## src/rtl/round_robin_arbiter.sv

```systemverilog
`default_nettype none
// ============================================================================
//  Module      : round_robin_arbiter
//  Description : 8-way round-robin arbiter. It grants without preemption and
//                limits how many consecutive cycles one requester may hold
//                the grant. All outputs are registered.
//  Revision    : 1.0  initial release
// ============================================================================
module round_robin_arbiter #(
    parameter int MAX_HOLD = 16
) (
    input  logic       clk,
    input  logic       rst,
    input  logic [7:0] req,
    output logic [7:0] gnt,
    output logic [2:0] gnt_id,
    output logic       busy
);

    // Last hold_cnt value before a forced release (MAX_HOLD is 2..256).
    localparam logic [7:0] c_HOLD_LAST = 8'(MAX_HOLD - 1);

    typedef enum logic [0:0] {
        IDLE  = 1'b0,
        GRANT = 1'b1
    } state_t;

    state_t     r_state;
    logic [2:0] r_ptr;
    logic [2:0] r_owner;
    logic [7:0] r_hold;
    logic [7:0] r_gnt;
    logic [2:0] r_gnt_id;
    logic       r_busy;

    state_t     w_state_nxt;
    logic [2:0] w_ptr_nxt;
    logic [2:0] w_owner_nxt;
    logic [7:0] w_hold_nxt;
    logic [7:0] w_gnt_nxt;
    logic [2:0] w_gnt_id_nxt;
    logic       w_busy_nxt;

    logic       w_found;
    logic [2:0] w_winner;
    logic [2:0] w_idx;

    // Circular priority search: the first set request at or after r_ptr wins.
    always_comb begin
        w_found  = 1'b0;
        w_winner = 3'd0;
        w_idx    = 3'd0;
        for (int k = 0; k < 8; k++) begin
            w_idx = r_ptr + 3'(k);
            if (!w_found && req[w_idx]) begin
                w_found  = 1'b1;
                w_winner = w_idx;
            end
        end
    end

    // Next-state and next-output logic. Defaults hold the current state.
    always_comb begin
        w_state_nxt  = r_state;
        w_ptr_nxt    = r_ptr;
        w_owner_nxt  = r_owner;
        w_hold_nxt   = r_hold;
        w_gnt_nxt    = r_gnt;
        w_gnt_id_nxt = r_gnt_id;
        w_busy_nxt   = r_busy;
        case (r_state)
            IDLE: begin
                w_gnt_nxt    = 8'd0;
                w_gnt_id_nxt = 3'd0;
                w_busy_nxt   = 1'b0;
                if (w_found) begin
                    w_state_nxt  = GRANT;
                    w_owner_nxt  = w_winner;
                    w_gnt_nxt    = 8'd1 << w_winner;
                    w_gnt_id_nxt = w_winner;
                    w_busy_nxt   = 1'b1;
                    w_hold_nxt   = 8'd0;
                end
            end
            GRANT: begin
                // Only the owner's request matters here; other bits are ignored.
                if (req[r_owner] && (r_hold != c_HOLD_LAST)) begin
                    w_hold_nxt = r_hold + 8'd1;
                end else begin
                    // A dropped request and an expired hold collapse into one release.
                    w_state_nxt  = IDLE;
                    w_gnt_nxt    = 8'd0;
                    w_gnt_id_nxt = 3'd0;
                    w_busy_nxt   = 1'b0;
                    w_ptr_nxt    = r_owner + 3'd1;
                end
            end
            default: begin
                w_state_nxt = IDLE;
            end
        endcase
    end

    // State and output registers; reset overrides everything, including an active grant.
    always_ff @(posedge clk) begin
        if (rst) begin
            r_state  <= IDLE;
            r_ptr    <= 3'd0;
            r_owner  <= 3'd0;
            r_hold   <= 8'd0;
            r_gnt    <= 8'd0;
            r_gnt_id <= 3'd0;
            r_busy   <= 1'b0;
        end else begin
            r_state  <= w_state_nxt;
            r_ptr    <= w_ptr_nxt;
            r_owner  <= w_owner_nxt;
            r_hold   <= w_hold_nxt;
            r_gnt    <= w_gnt_nxt;
            r_gnt_id <= w_gnt_id_nxt;
            r_busy   <= w_busy_nxt;
        end
    end

    assign gnt    = r_gnt;
    assign gnt_id = r_gnt_id;
    assign busy   = r_busy;

endmodule
`default_nettype wire
```

## config.mk

```make
export PLATFORM = sky130hd
export DESIGN_NAME = round_robin_arbiter
export DESIGN_NICKNAME = d
export VERILOG_FILES = /design/src/rtl/round_robin_arbiter.sv
export SDC_FILE = /design/constraint.sdc
export NUM_CORES = 1
export LEC_CHECK = 0
export BUFFER_PORTS_ARGS = -buffer_cell sky130_fd_sc_hd__buf_2
export CAP_MARGIN = 0
export CORE_AREA = 10 10 70 72
export DETAILED_ROUTE_END_ITERATION = 16
export DIE_AREA = 0 0 80 82
export GPL_TIMING_DRIVEN = 0
export HOLD_SLACK_MARGIN = 0.02
export PLACE_DENSITY = 0.84
export RECOVER_POWER = 50
export SLEW_MARGIN = 40
export SYNTH_ARGS = -nofsm -noshare
export SYNTH_HDL_FRONTEND = slang
export SYNTH_SLANG_ARGS = --single-unit
```

## constraint.sdc

```tcl
create_clock -name clk -period 5.95 [get_ports clk]
set_clock_uncertainty 0.2 [all_clocks]
set_input_delay 0.595 -clock clk [delete_from_list [all_inputs] [get_ports clk]]
set_output_delay 0.595 -clock clk [all_outputs]
set_load 0.1 [all_outputs]
```

==> flow_metrics.tcl, run 1 <==
set metrics [dict create \
    post-place-ws_ns 1.63 \
    path_class "flip-flop to flip-flop" \
    worstPathArrival_ns 4.90 \
    synthXorXnorAreaFrac_pct 3.78 \
    ys_seq_elements 27 \
    gp_congestion 0.830 \
    synth_edf_count 0 \
    dr.pass1.iters 5 \
    setup_viol 0 \
    status "finished clean" \
    ys_seq_area_share_pct 25.9 \
    grt_pass1_vias 1805 \
    die-area_sq_um 6560 \
    layout-drive-gt1-share_pct 19.7 \
    period_minus_slack_ns 4.89 \
    drv_cap 0 \
    fin_util_pct 62.8 \
    yosysUniqueCellTypes 52 \
    antenna_found_initial 0 \
    die_w_um 80 \
    synth_top_family_by_area "multiplexers" \
    syn-instance-count 214 \
    worstPathRequired_ns 5.96 \
    cts_root_buf "clkbuf_4" \
    tns_ns 0 \
    avgRoutedWirePerCell_um 17.2 \
    start_kind "flip-flop" \
    fp-row-count 22 \
    cts.sinks 27 \
    pin_count 22 \
    p_leak_nw 0.795 \
    hold_class "flip-flop to flip-flop" \
    syn_nets 228 \
    cts_tree "built" \
    ys.flop_type "dfxtp_1" \
    cp-end-kind "flip-flop" \
    track_usage_pct 15.5 \
    fmax_ghz 0.205 \
    finish.net_count 253 \
    post-place-cells 282 \
    grt_setup_unrepaired "false" \
    hold_viol_final 0 \
    critPathMaxFanout 10 \
    post-cts-setup-buffers 0 \
    hold_slack_ns 0.270 \
    overflow 0 \
    finalInstanceArea_sq_um 2250 \
    die_y_um 82 \
    htree_levels 1 \
    async_reset_ff_share_pct 0 \
    drc_errors 0 \
    initial_core_util_pct 58.3 \
    cts_max_path_buffers 2 \
    path_clk_slew_ns 0.15 \
    fin_cells 286 \
    fin_crit_sh_pct 82.2 \
    p_total_mw 0.862 \
    max_slew_margin_pct 21.5 \
    synth_mux_area_share_pct 27.2 \
    synth_area_sq_um 2090 \
    grt_max_degree 17 \
    cts_made_buffers 3 \
    layout-area-overhead-vs-synth_pct 7.73 \
    core_area_sq_um 3580 \
    post_dp_cell_area_sq_um 2250 \
    drv_slew 0 \
    clk_latency_ns 0.34 \
    vdd_drop_max_uv 263 \
    postCtsResizedCells 0 \
    synth_compound_area_share_pct 20.4 \
    nFillCells 321 \
    drt-initial-drc-count 190 \
    setup_slack_ns 1.06 \
    n_antenna_cell 0 \
    hold_buffers 0 \
    dp_hpwl_um 3800 \
    power_density_nw_per_um2 383 \
    wirelength_um 4930 \
    portBuffers 20 \
    vias_per_cell 6.48 \
    worstMarginPinSlew_ns 1.18 \
    synth_warnings 0 \
    vias 1852 \
    yosys.area_share.simple_pct 16.2 \
    synth_fa_ha_area_share_pct 2.40 \
    syn_area_per_cell_sq_um 9.75 \
    antenna_left 0 \
    grt_pass1_wl_um 8350 \
]
[layout make-up]
class	count	area [sq um]	share of cell area, %
inverter	7	26.3	1.17
clock buffer	3	22.5	1.00
timing repair buffer	20	85.1	3.78
buffer	11	50.0	2.23
tap	48	60.1	2.67
sequential	27	541	24.0
multi-input combinational	169	1460	64.8
clock inverter	1	7.51	0.334
[layer usage]
metal | part of all wire (%) | GRT usage, %
met5 | 0 | 0
met4 | 1.2 | 4.93
met3 | 6.1 | 2.73
met2 | 53 | 28.1
met1 | 40 | 18.2
[cells in the final DEF (no fill, tap or decap), types with 2 or more instances in the layout]
master     netlist  routed
a211oi_1         2       2
a21oi_1         16      16
a221oi_1         2       2
a32o_1           4       4
a32oi_1          2       2
and2_1           5       5
and3_1           6       6
buf_2            2       9
clkbuf_1         6      20
clkbuf_4         0       3
dfxtp_1         27      27
ha_1             4       4
inv_1            7       7
mux2_2           8       8
mux2i_1          9       9
mux4_2          16      16
nand2_1         16      16
nand2b_1         3       3
nand3_1          3       3
nand3b_1         2       2
nor2_1          14      14
nor2b_1          3       3
nor3_1           2       3
nor4_1           2       2
o2111ai_1        2       2
o211ai_1         3       3
o21ai_0          8       8
o22ai_1          2       2
o41ai_1          4       4
or2_2            3       3
xnor2_1          2       2
xor2_1           7       7
[cells by family after synthesis]
| logic type | Yosys count |
|---|---|
| xor+xnor | 9 |
| buf+inv | 18 |
| fa+ha+maj | 4 |
| simple gates | 64 |
| compound gates | 57 |
| flops | 27 |
| mux | 35 |
[critical path, stage by stage, from the launching register on]
cell	delay (ns)
dfxtp_1	0.36
clkbuf_1	0.31
clkbuf_1	0.46
inv_1	0.19
ha_1	0.34
clkbuf_1	0.44
mux2_1	0.41
mux4_2	0.49
o32ai_4	0.45
nand3_1	0.12
a21boi_1	0.17
o31ai_1	0.61
o41ai_1	0.21
[power breakdown]
group	internal, mW	switching, mW
Clock	0.0258	0.0553
Sequential	0.208	0.0230
Combinational	0.191	0.358
Total	0.425	0.436
[flip-flops by register name (all words and copies together) (netlist names)]
| register | count |
|---|---|
| r_ptr | 3 |
| gnt_id | 3 |
| r_owner | 3 |
| r_hold | 8 |
| gnt | 8 |
| busy | 1 |
| r_state | 1 |
[final timing paths]
path	startpoint	endpoint	slack, ns	cells after the start
worst max-delay path	r_ptr[1]$_SDFFE_PP0P_	gnt[2]$_SDFFE_PP0P_	1.06	12
worst min-delay path	gnt[0]$_SDFFE_PP0P_	gnt[0]$_SDFFE_PP0P_	0.27	2
worst max register to register	r_ptr[1]$_SDFFE_PP0P_	gnt[2]$_SDFFE_PP0P_	1.06	12
worst min register to register	gnt[0]$_SDFFE_PP0P_	gnt[0]$_SDFFE_PP0P_	0.27	2
[cells in the mapped netlist (2+ instances only)]
library cell  instances  area, sq um
mux2_2                8         90.1
ha_1                  4         50.1
a32o_1                4         40.0
nor2b_1               3         18.8
o211ai_1              3         22.5
buf_6                 2         22.5
and3_1                6         37.5
o2111ai_1             2         17.5
buf_2                 2         10.0
nor3_1                2         10.0
a211oi_1              2         15.0
o21ai_0               8         40.0
nand2b_1              3         18.8
a32oi_1               2         17.5
o22ai_1               2         12.5
xor2_1                7         61.3
or2_2                 3         18.8
a21oi_1              16         80.1
nand3b_1              2         15.0
and2_1                5         31.3
nand2_1              16         60.1
nor4_1                2         12.5
nor2_1               14         52.6
inv_1                 7         26.3
xnor2_1               2         17.5
mux2i_1               9         90.1
nand3_1               3         15.0
mux4_2               16          360
o41ai_1               4         35.0
clkbuf_1              6         22.5
dfxtp_1              27          541
a221oi_1              2         17.5
Power figures use the tool's default switching activity.
==> inputs of run 2 (changes only) <==
--- a/config.mk
+++ b/config.mk
@@ -7,12 +7,12 @@
 export LEC_CHECK = 0
 export BUFFER_PORTS_ARGS = -buffer_cell sky130_fd_sc_hd__buf_2
 export CAP_MARGIN = 0
-export CORE_AREA = 10 10 70 72
+export CORE_AREA = 10 10 71 73
 export DETAILED_ROUTE_END_ITERATION = 16
-export DIE_AREA = 0 0 80 82
+export DIE_AREA = 0 0 81 83
 export GPL_TIMING_DRIVEN = 0
 export HOLD_SLACK_MARGIN = 0.02
-export PLACE_DENSITY = 0.84
+export PLACE_DENSITY = 0.82
 export RECOVER_POWER = 50
 export SLEW_MARGIN = 40
 export SYNTH_ARGS = -nofsm -noshare
==> constraint.sdc (replaced) <==
create_clock -name clk -period 4.5 [get_ports clk]
set_clock_uncertainty 0.2 [all_clocks]
set_input_delay 0.45 -clock clk [delete_from_list [all_inputs] [get_ports clk]]
set_output_delay 0.45 -clock clk [all_outputs]
set_load 0.1 [all_outputs]
==> flow_metrics.tcl, run 2 (synthesis results as in run 1) <==
set metrics [dict create \
    grt_max_degree 17 \
    worstMarginPinSlew_ns 1.18 \
    setup_viol 0 \
    clk_latency_ns 0.27 \
    htree_levels 1 \
    vias 1850 \
    layout-area-overhead-vs-synth_pct 9.35 \
    pin_count 22 \
    cts_made_buffers 3 \
    fin_crit_sh_pct 93.6 \
    grt_setup_unrepaired "false" \
    post_dp_cell_area_sq_um 2250 \
    min_from "gnt[0]$_SDFFE_PP0P_" \
    path_clk_slew_ns 0.09 \
    core_area_sq_um 3630 \
    dr.pass1.iters 4 \
    power_density_nw_per_um2 516 \
    cp-end-kind "flip-flop" \
    status "finished clean" \
    drc_errors 0 \
    grt_pass1_vias 1830 \
    die_w_um 81 \
    vdd_drop_max_uv 331 \
    worstPathArrival_ns 4.18 \
    worstPathRequired_ns 4.47 \
    r2r-start "r_ptr[1]$_SDFFE_PP0P_" \
    hold_viol_final 0 \
    cts_max_path_buffers 2 \
    final_cell_mix "dfxtp_1, clkbuf_1, mux4_2, nand2_1, a21oi_1" \
    cts_tree "built" \
    start_kind "flip-flop" \
    gp_congestion 0.853 \
    drv_cap 0 \
    n_antenna_cell 0 \
    track_usage_pct 15.5 \
    layout-drive-gt1-share_pct 21.4 \
    period_minus_slack_ns 4.21 \
    tns_ns 0 \
    post-cts-setup-buffers 0 \
    vias_per_cell 6.47 \
    layout_commonest_cell "dfxtp_1" \
    max_slew_margin_pct 21.6 \
    finalInstanceArea_sq_um 2280 \
    path_class "flip-flop to flip-flop" \
    p_total_mw 1.18 \
    avgRoutedWirePerCell_um 17.7 \
    crit_start "r_ptr[1]$_SDFFE_PP0P_" \
    overflow 0 \
    hold_class "flip-flop to flip-flop" \
    fp-row-count 22 \
    die-area_sq_um 6720 \
    cts.sinks 27 \
    fmax_ghz 0.237 \
    finish.net_count 253 \
    portBuffers 20 \
    dp_hpwl_um 3880 \
    grt_pass1_wl_um 8640 \
    antenna_left 0 \
    initial_core_util_pct 57.4 \
    drt-initial-drc-count 211 \
    cts_root_buf "clkbuf_8" \
    wirelength_um 5050 \
    antenna_found_initial 0 \
    die_y_um 83 \
    drv_slew 0 \
    p_leak_nw 0.816 \
    critPathMaxFanout 10 \
]
-- run 2: area by class of cell --
cell class / count / area, sq um
plain buffers: 11 / 60.1
clock buffers: 3 / 41.3
clock inverters: 1 / 7.51
fillers: 331 / 1350
inverters: 7 / 26.3
multi-input cells: 169 / 1460
flip-flops and latches: 27 / 541
well taps: 48 / 60.1
repair buffers: 20 / 85.1
-- run 2: final timing paths --
path | endpoint | slack (ns) | cells after the start
min reg2reg | gnt[0]$_SDFFE_PP0P_ | 0.26 | 2
max | r_hold[5]$_SDFFE_PP0P_ | 0.29 | 13
min | gnt[0]$_SDFFE_PP0P_ | 0.26 | 2
max reg2reg | r_hold[5]$_SDFFE_PP0P_ | 0.29 | 13
-- run 2: routing by layer --
| layer | part of all wire [%] | track usage (%) | vias up |
|---|---|---|---|
| met1 | 41 | 18.6 | 902 |
| met3 | 5.1 | 2.16 | 16 |
| met4 | 2.3 | 6.26 | 0 |
| met2 | 51 | 26.4 | 56 |
| li1 | - | - | 876 |
| met5 | 0 | 0 | - |
-- run 2: stage by stage --
step                      utilization (%)  hold WS, ns  setup slack, ns  cells
after global placement               61.8        0.231            0.288    282
after global routing                 62.8        0.287          0.00934    286
after detailed placement             61.8        0.237            0.211    282
after floorplan                         -        0.261            0.747    214
final                                62.8        0.263            0.289    286
after CTS                            63.2        0.260            0.165    286
-- run 2: timing repair --
action                     4_1_cts  5_1_grt
resized for setup                0        2
hold buffers                     0        0
setup endpoints to repair        0       14
-- run 2: critical path, cell delays in order (launching register included) --
cell	delay, ns
dfxtp_1	0.34
clkbuf_2	0.20
buf_2	0.28
inv_1	0.14
ha_1	0.33
buf_6	0.16
mux2_1	0.35
mux4_2	0.50
o32ai_4	0.46
a31oi_1	0.30
clkbuf_1	0.30
o211ai_1	0.30
xor2_1	0.19
nor2_1	0.05
-- run 2: power breakdown --
| part | total (mW) | internal (mW) | switching (mW) | leakage (nW) |
|---|---|---|---|---|
| Sequential | 0.305 | 0.275 | 0.0299 | 0.220 |
| Clock | 0.135 | 0.0627 | 0.0722 | 0.0217 |
| Combinational | 0.738 | 0.259 | 0.479 | 0.575 |
| Total | 1.18 | 0.597 | 0.581 | 0.816 |
==> inputs of run 3 (changes only) <==
--- a/config.mk
+++ b/config.mk
@@ -6,10 +6,9 @@
 export NUM_CORES = 1
 export LEC_CHECK = 0
 export BUFFER_PORTS_ARGS = -buffer_cell sky130_fd_sc_hd__buf_2
-export CAP_MARGIN = 0
-export CORE_AREA = 10 10 71 73
+export CORE_AREA = 2 2 63 65
 export DETAILED_ROUTE_END_ITERATION = 16
-export DIE_AREA = 0 0 81 83
+export DIE_AREA = 0 0 65 67
 export GPL_TIMING_DRIVEN = 0
 export HOLD_SLACK_MARGIN = 0.02
 export PLACE_DENSITY = 0.82
==> flow_metrics.tcl, run 3 (synthesis results as in run 1) <==
set metrics [dict create \
    fin_util_pct 63.2 \
    setup_slack_ns 0.313 \
    worstMarginPinSlew_ns 1.17 \
    die_w_um 65 \
    portBuffers 20 \
    drv_slew 0 \
    fin_crit_sh_pct 93.0 \
    pin_count 22 \
    finish.net_count 253 \
    wirelength_um 4970 \
    layout-area-overhead-vs-synth_pct 9.23 \
    layout-drive-gt1-share_pct 21.0 \
    worstPathRequired_ns 4.45 \
    htree_levels 1 \
    clk_latency_ns 0.27 \
    drv_cap 0 \
    r2r_end "gnt[1]$_SDFFE_PP0P_" \
    cts_root_buf "clkbuf_8" \
    die-area_sq_um 4360 \
    start_kind "flip-flop" \
    cp-end-kind "flip-flop" \
    gp_congestion 0.866 \
    hold_buffers 0 \
    r2r_cells 12 \
    vdd_drop_max_uv 370 \
    avgRoutedWirePerCell_um 17.4 \
    fp-row-count 22 \
    postCtsResizedCells 0 \
    critPathMaxFanout 10 \
    min_from "gnt[2]$_SDFFE_PP0P_" \
    regToRegSetupSlack_ns 0.31 \
    hold_slack_ns 0.266 \
    antenna_found_initial 0 \
    n_antenna_cell 0 \
    core_area_sq_um 3610 \
    die_y_um 67 \
    grt_pass1_vias 1818 \
    worstPathArrival_ns 4.14 \
    fin_cells 286 \
    cts_tree "built" \
    grt_max_degree 17 \
    fmax_ghz 0.239 \
    layout_commonest_cell "dfxtp_1" \
    dp_hpwl_um 3780 \
    antenna_left 0 \
    tns_ns 0 \
    nFillCells 294 \
    status "finished clean" \
    max_slew_margin_pct 22.0 \
    post-place-ws_ns 0.147 \
    p_leak_nw 0.815 \
    drt-initial-drc-count 176 \
    overflow 0 \
    period_minus_slack_ns 4.19 \
    cts_made_buffers 3 \
    hold_class "flip-flop to flip-flop" \
    hold_viol_final 0 \
    cts_max_path_buffers 2 \
    vias_per_cell 6.57 \
    drc_errors 0 \
    hold_depth 2 \
    hold_end "gnt[2]$_SDFFE_PP0P_" \
    path_clk_slew_ns 0.09 \
    dr.pass1.iters 4 \
    vias 1880 \
    track_usage_pct 24.4 \
    r2r-start "r_ptr[1]$_SDFFE_PP0P_" \
    setup_viol 0 \
    power_density_nw_per_um2 521 \
    final_cell_mix "dfxtp_1, clkbuf_1, mux4_2, nand2_1, a21oi_1" \
    initial_core_util_pct 57.9 \
    grt_setup_unrepaired "false" \
    post-cts-setup-buffers 0 \
    grt_pass1_wl_um 8290 \
    cts.sinks 27 \
    path_class "flip-flop to flip-flop" \
    crit_start "r_ptr[1]$_SDFFE_PP0P_" \
    post-place-cells 282 \
]
==> run 3: how the worst max path moves through the flow <==
| stage | to | slack, ns |
|---|---|---|
| 2_1_floorplan | gnt[0]$_SDFFE_PP0P_ | 0.75 |
| 3_3_place_gp | gnt[2]$_SDFFE_PP0P_ | 0.28 |
| 3_5_place_dp | gnt[1]$_SDFFE_PP0P_ | 0.15 |
| 4_1_cts | gnt[1]$_SDFFE_PP0P_ | 0.13 |
| 5_1_grt | r_hold[3]$_SDFFE_PP0P_ | 0.13 |
| 6_report | gnt[1]$_SDFFE_PP0P_ | 0.31 |
==> run 3: routing by layer <==
metal / wire length (um) / share of wire, % / vias up / GRT usage [%]
li1: - / - / 885 / -
met1: 1960 / 40 / 877 / 30.2
met2: 2520 / 51 / 101 / 43.4
met3: 369 / 7.4 / 17 / 3.38
met4: 119 / 2.4 / 0 / 8.78
met5: 0 / 0 / - / 0
==> run 3: cell type report <==
type	instances	area, sq um	area share (%)
inverter	7	26.3	1.15
tap	48	60.1	2.63
sequential	27	541	23.7
multi-input combinational	169	1460	63.9
buffer	11	62.6	2.74
clock buffer	3	41.3	1.81
clock inverter	1	7.51	0.329
timing repair buffer	20	85.1	3.73
==> run 3: where the power goes <==
group	total [mW]	leakage, nW	internal [mW]	switching, mW
clock network	0.139	0.0217	0.0629	0.0760
logic	0.744	0.573	0.260	0.484
registers	0.305	0.220	0.275	0.0301
==> run 3: worst max-delay path, cell delays in order (launching register included) <==
cell,delay (ns)
dfxtp_1,0.34
clkbuf_2,0.20
clkbuf_4,0.26
inv_1,0.11
ha_1,0.33
buf_6,0.16
mux2_1,0.37
mux4_2,0.50
o32ai_4,0.45
nand3_1,0.12
a21boi_1,0.18
o31a_2,0.40
o41ai_1,0.44
==> run 3: stage by stage <==
step	total power [mW]	cell area, sq um
6_report	1.19	2280
4_1_cts	1.19	2300
3_5_place_dp	1.05	2250
2_1_floorplan	0.912	2090
5_1_grt	1.25	2280
3_3_place_gp	1.03	2250
